### src/rtl/gnss_pkg.sv
// Shared types and default sizing for the GNSS front-end capture path.
package gnss_pkg;

    typedef struct packed {
        logic sign;
        logic mag;
    } fe_sample_t;

    localparam int DEFAULT_SAMPLES_PER_WORD = 8;
    localparam int DEFAULT_FIFO_DEPTH       = 16;

endpackage

### src/rtl/gnss_sync_fifo.sv
// Generic synchronous show-ahead FIFO with a level output; head is visible whenever head_valid is high.
module gnss_sync_fifo #(
    parameter int WIDTH = 16,
    parameter int DEPTH = 16
) (
    input  logic                     clk,
    input  logic                     rst,
    input  logic                     push,
    input  logic [WIDTH-1:0]         push_data,
    input  logic                     pop,
    output logic [WIDTH-1:0]         head_data,
    output logic                     head_valid,
    output logic                     full,
    output logic [$clog2(DEPTH):0]   level
);

    localparam int AW = $clog2(DEPTH);

    logic [AW:0]      wptr;
    logic [AW:0]      rptr;
    logic [WIDTH-1:0] mem [DEPTH];
    logic             rd_en;
    logic             wr_en;

    assign level      = wptr - rptr;
    assign full       = (level == (AW+1)'(DEPTH));
    assign head_valid = (level != '0);
    assign head_data  = head_valid ? mem[rptr[AW-1:0]] : '0;

    // A push into a full FIFO is only taken when the head leaves in the same cycle.
    assign rd_en = pop && head_valid;
    assign wr_en = push && (!full || rd_en);

    always_ff @(posedge clk or posedge rst) begin
        if (rst) begin
            wptr <= '0;
            rptr <= '0;
        end else begin
            if (wr_en) wptr <= wptr + (AW+1)'(1);
            if (rd_en) rptr <= rptr + (AW+1)'(1);
        end
    end

    always_ff @(posedge clk) begin
        if (wr_en) mem[wptr[AW-1:0]] <= push_data;
    end

endmodule

### src/rtl/gnss_fe_sample_capture.sv
// Synchronises the RF front-end sample stream into sys_clk, packs samples into words and buffers them.
// Defining GNSS_FE_OVF_COUNT_EN adds a saturating dropped-word counter on ovf_count.
module gnss_fe_sample_capture
    import gnss_pkg::*;
#(
    parameter int SAMPLES_PER_WORD = DEFAULT_SAMPLES_PER_WORD,
    parameter int FIFO_DEPTH       = DEFAULT_FIFO_DEPTH
) (
    input  logic                            sys_clk,
    input  logic                            rst,
    input  logic                            fe_clk,
    input  logic                            fe_sign,
    input  logic                            fe_mag,
    input  logic                            enable,
    input  logic                            clear_ovf,
    output logic [2*SAMPLES_PER_WORD-1:0]   word_data,
    output logic                            word_valid,
    input  logic                            word_ready,
    output logic [$clog2(FIFO_DEPTH):0]     fifo_level,
`ifdef GNSS_FE_OVF_COUNT_EN
    output logic                            overflow,
    output logic [15:0]                     ovf_count
`else
    output logic                            overflow
`endif
);

    localparam int WORD_W = 2 * SAMPLES_PER_WORD;
    localparam int IDX_W  = $clog2(SAMPLES_PER_WORD);

    logic clk_s1, clk_s2, clk_s3;
    logic sign_s1, sign_s2;
    logic mag_s1, mag_s2;

    // Data rides the same depth as fe_clk; it moved on the falling edge, so it is settled here.
    always_ff @(posedge sys_clk or posedge rst) begin
        if (rst) begin
            {clk_s1, clk_s2, clk_s3} <= '0;
            {sign_s1, sign_s2}       <= '0;
            {mag_s1, mag_s2}         <= '0;
        end else begin
            {clk_s1, clk_s2, clk_s3} <= {fe_clk, clk_s1, clk_s2};
            {sign_s1, sign_s2}       <= {fe_sign, sign_s1};
            {mag_s1, mag_s2}         <= {fe_mag, mag_s1};
        end
    end

    fe_sample_t             sample;
    logic                   capture;
    logic                   last;
    logic [IDX_W-1:0]       idx;
    logic [WORD_W-1:0]      pack_reg;
    logic [WORD_W-1:0]      pack_next;

    assign sample  = '{sign: sign_s2, mag: mag_s2};
    assign capture = enable && clk_s2 && !clk_s3;
    assign last    = (idx == IDX_W'(SAMPLES_PER_WORD - 1));

    always_comb begin
        pack_next = pack_reg;
        pack_next[2*idx +: 2] = sample;
    end

    always_ff @(posedge sys_clk or posedge rst) begin
        if (rst) begin
            idx      <= '0;
            pack_reg <= '0;
        end else if (!enable) begin
            idx <= '0;
        end else if (capture) begin
            pack_reg <= pack_next;
            idx      <= last ? '0 : idx + IDX_W'(1);
        end
    end

    logic push;
    logic pop;
    logic full;
    logic drop;

    assign push = capture && last;
    assign pop  = word_valid && word_ready;
    assign drop = push && full && !pop;

    gnss_sync_fifo #(
        .WIDTH (WORD_W),
        .DEPTH (FIFO_DEPTH)
    ) u_fifo (
        .clk        (sys_clk),
        .rst        (rst),
        .push       (push),
        .push_data  (pack_next),
        .pop        (pop),
        .head_data  (word_data),
        .head_valid (word_valid),
        .full       (full),
        .level      (fifo_level)
    );

    always_ff @(posedge sys_clk or posedge rst) begin
        if (rst)            overflow <= 1'b0;
        else if (drop)      overflow <= 1'b1;
        else if (clear_ovf) overflow <= 1'b0;
    end

`ifdef GNSS_FE_OVF_COUNT_EN
    // A drop coinciding with a clear restarts the count at one.
    always_ff @(posedge sys_clk or posedge rst) begin
        if (rst)
            ovf_count <= 16'd0;
        else if (clear_ovf)
            ovf_count <= drop ? 16'd1 : 16'd0;
        else if (drop && ovf_count != 16'hFFFF)
            ovf_count <= ovf_count + 16'd1;
    end
`endif

endmodule
### config.mk
export PLATFORM = sky130hd
export DESIGN_NAME = gnss_fe_sample_capture
export DESIGN_NICKNAME = d
export VERILOG_FILES = /design/src/rtl/gnss_pkg.sv /design/src/rtl/gnss_sync_fifo.sv /design/src/rtl/gnss_fe_sample_capture.sv
export SDC_FILE = /design/constraint.sdc
export NUM_CORES = 1
export LEC_CHECK = 0
export ABC_CLOCK_PERIOD_IN_PS = 12800
export CAP_MARGIN = 10
export CORE_MARGIN = 2
export CORE_UTILIZATION = 25
export CTS_CLUSTER_DIAMETER = 200
export CTS_CLUSTER_SIZE = 40
export DETAILED_ROUTE_END_ITERATION = 10
export GPL_TIMING_DRIVEN = 0
export PLACE_DENSITY_LB_ADDON = 0.1
export SLEW_MARGIN = 20
export SYNTH_ARGS = -nofsm -noshare
export SYNTH_HDL_FRONTEND = slang
export SYNTH_SLANG_ARGS = --single-unit
### constraint.sdc
create_clock -name sys_clk -period 12.8 [get_ports sys_clk]
set_clock_uncertainty 0.1 [all_clocks]
set_input_delay 2.56 -clock sys_clk [delete_from_list [all_inputs] [get_ports sys_clk]]
set_output_delay 2.56 -clock sys_clk [all_outputs]
set_load 0.005 [all_outputs]
==> out/qor.yml <==
run_status: "completed"
die_height_um: 224
rsz0062_at_grt: "false"
worst_slew_margin_rel_pct: 40.8
finish.utilization_pct: 28.9
drt-vias-per-instance: 4.47
path_max_fanout: 11
synth_top_cells_by_count: "256 x sky130_fd_sc_hd__edfxtp_1, 79 x sky130_fd_sc_hd__nand2_1, 64 x sky130_fd_sc_hd__mux4_2"
clock.fmax_mhz: 146
cts.clk_slew.worst_paths_ps: 150
timing.final.crit_period_ps: 6870
nature_of_the_critical_path_endpoint: "output pin"
irDropWorstVdd_mv: 0.0789
critPathRequiredTime_ps: 10140
dr.first_iter.drc_count: 307
fp-row-count: 80
post_synth_inst_count: 656
maxCapViolCount: 0
initial_utilization_pct: 25.4
synth_async_sr_flop_share_pct: 12.6
setup.worst_path.class: "reg2out"
startpoint_type: "flop"
chain_of_cells_forming_the_critical_path: "clkbuf_1 > clkinv_1 > clkbuf_1 > fa_1 > xor2_2 > and4b_4 > o2bb2a_4 > buf_6 > buf_6 > a211oi_2 > clkdlybuf4s50_1"
flip_flop_count_of_the_largest_register_all_copies_and_words_added: 256
hold_path_depth: 0
post-synth-top-count-cell: "sky130_fd_sc_hd__edfxtp_1"
number_of_enable_flip_flop_cells_after_synthesis: 256
arrival_ps: 4210
yosys_cell_types: 49
design.core.area_mm2: 0.0477
ios: 31
yosysSeqAreaShare_pct: 71.1
clockRootBuffer: "sky130_fd_sc_hd__clkbuf_16"
worst_slew_pin_slew_ps: 887
grt_start_max_net_pins: 42
grt_overflow: 0
netlist_area_mm2: 0.0121
power_density_over_the_cells_mw_per_mm2: 157
route.detailed.wl_per_inst_um: 21.8
worst-r2r-cell-count: 12
firstDrtPassIters: 4
setup-violations-final: 0
first_global_vias: 6525
dpl_worst_slack_ps: 6380
h-tree-depth: 1
drc_errors: 0
synth_top_area_share_pct: 63.5
area_growth_pct: 13.8
grt_antenna_before_repair: 0
clk-insertion-delay-late_ps: 510
hpwlAfterDp_um: 20700
final.fill_count: 4658
ys.warnings.count: 0
grt_pass1_wl_um: 43700
yosys_register_bits: 293
totalNegativeSetupSlack_ps: 0
yosysTopAreaCell: "sky130_fd_sc_hd__edfxtp_1"
die_area_mm2: 0.0502
grt_util_all_layers_pct: 11.9
antenna_violating_nets_post_route: 0
port-buffer-count: 30
tritoncts: "done"
cts_resized: 0
tritoncts.num_buffers: 11
clock_path_buffers: 3
crit_slowest_cell: "sky130_fd_sc_hd__clkdlybuf4s50_1"
hold_class: "reg2reg"
drive_above_1_share_pct: 23.9
report.final.slew_viol_count: 0
final_nets: 746
final.setup.worst_slack_ps: 5930
synthesis.nets: 681
ys_top_cells_by_area: "sky130_fd_sc_hd__edfxtp_1 63%, sky130_fd_sc_hd__mux4_2 12%, sky130_fd_sc_hd__dfrtp_1 7.6%"
post-cts-setup-buffer-count: 0
gp_congestion: 0.715
syn-mean-instance-area_um2: 18.5
clock_sink_count: 293
cts_hold_buf: 0
leakage_nw: 4.75
yosys_most_used_dff: "sky130_fd_sc_hd__edfxtp_1"
post-route-period-util_pct: 53.7
whs_ps: 269
timing.final.hold_violations: 0
die_width_um: 224
antenna-diode-count: 0
wirelength_um: 29300
routed-via-count: 5986
timing.critical_path.slowest_cell_delay_ps: 580
## layout by cell type (no fill, tap or decap), types with 3 or more instances in the layout
| cell type | count |
|---|---|
| sky130_fd_sc_hd__a211oi_1 | 7 |
| sky130_fd_sc_hd__a211oi_2 | 10 |
| sky130_fd_sc_hd__and2_1 | 3 |
| sky130_fd_sc_hd__and3_1 | 16 |
| sky130_fd_sc_hd__buf_2 | 17 |
| sky130_fd_sc_hd__buf_4 | 11 |
| sky130_fd_sc_hd__buf_6 | 7 |
| sky130_fd_sc_hd__buf_8 | 3 |
| sky130_fd_sc_hd__clkbuf_1 | 17 |
| sky130_fd_sc_hd__clkbuf_16 | 11 |
| sky130_fd_sc_hd__clkdlybuf4s50_1 | 30 |
| sky130_fd_sc_hd__dfrtp_1 | 37 |
| sky130_fd_sc_hd__edfxtp_1 | 256 |
| sky130_fd_sc_hd__ha_1 | 16 |
| sky130_fd_sc_hd__inv_1 | 12 |
| sky130_fd_sc_hd__mux2_2 | 23 |
| sky130_fd_sc_hd__mux2i_1 | 16 |
| sky130_fd_sc_hd__mux4_2 | 64 |
| sky130_fd_sc_hd__nand2_1 | 79 |
| sky130_fd_sc_hd__nand2b_1 | 5 |
| sky130_fd_sc_hd__nand3_1 | 11 |
| sky130_fd_sc_hd__nand3b_1 | 5 |
| sky130_fd_sc_hd__nor2_1 | 10 |
| sky130_fd_sc_hd__nor2_2 | 3 |
| sky130_fd_sc_hd__nor2_4 | 5 |
| sky130_fd_sc_hd__nor3_4 | 3 |
| sky130_fd_sc_hd__nor4b_2 | 4 |
| sky130_fd_sc_hd__o21ai_0 | 4 |
| sky130_fd_sc_hd__xnor2_1 | 7 |
| sky130_fd_sc_hd__xor2_1 | 3 |
## per-layer routing
metal / vias to the layer above / GRT usage [%] / part of all wire, %
met5: - / 0 / 0
met4: 0 / 1.83 / 1.2
met3: 20 / 1.08 / 2.0
met2: 56 / 21.8 / 52
met1: 3226 / 15.4 / 44
li1: 2684 / - / -
## area by class of cell
cell class	count	area, um^2	share of cell area [%]
multi-input combinational	317	3350	24.3
inverter	15	56.3	0.409
tap	615	769	5.58
clock inverter	1	30.0	0.218
timing repair buffer	52	488	3.54
buffer	31	176	1.28
clock buffer	16	294	2.13
sequential	293	8610	62.5
## power breakdown
| part | switching (mW) | internal, mW |
|---|---|---|
| Sequential | 0.0104 | 1.05 |
| Combinational | 0.355 | 0.289 |
| Clock | 0.288 | 0.168 |
## worst max-delay path: cells and delay by family (launching register included)
kind                     cells  cell delay [ps]
adder cells (fa/ha/maj)      1              570
AO/OA/AOI/OAI                2              490
XOR/XNOR                     1              200
buffers and inverters        6             1800
AND/OR/NAND/NOR              1              250
flip-flops                   1              390
## final timing paths
kind,endpoint,startpoint,slack (ps)
worst min-delay path,sign_s2,sign_s1,270
worst max register to register,u_fifo.mem[0][3],u_fifo.rptr[1],8490
min in group asynchronous,u_fifo.wptr[4],rst,2230
worst min register to register,sign_s2,sign_s1,270
worst max-delay path,word_data[6],u_fifo.rptr[1],5930
max in group asynchronous,pack_reg[12],rst,9840
## logic make-up (layout without fill, tap and decap cells)
logic type | after synthesis | count (layout) | share of synthesized area [%]
flip-flops | 293 | 293 | 71.1
AND/OR/NAND/NOR | 154 | 154 | 6.36
multiplexers | 104 | 104 | 15.5
buffers and inverters | 46 | 115 | 1.92
AO/OA/AOI/OAI | 31 | 31 | 2.43
adder cells (fa/ha/maj) | 17 | 17 | 1.82
XOR/XNOR | 11 | 11 | 0.858
## through the flow
step                instances  cell area, um^2  power [mW]
floorplan                 656            12100        1.47
global placement         1301            13200        1.74
detailed placement       1323            13500        1.75
CTS                      1340            13800        2.21
global route             1340            13800        2.26
finish                   1340            13800        2.16
Note: power is estimated with default switching activity, not from simulation.
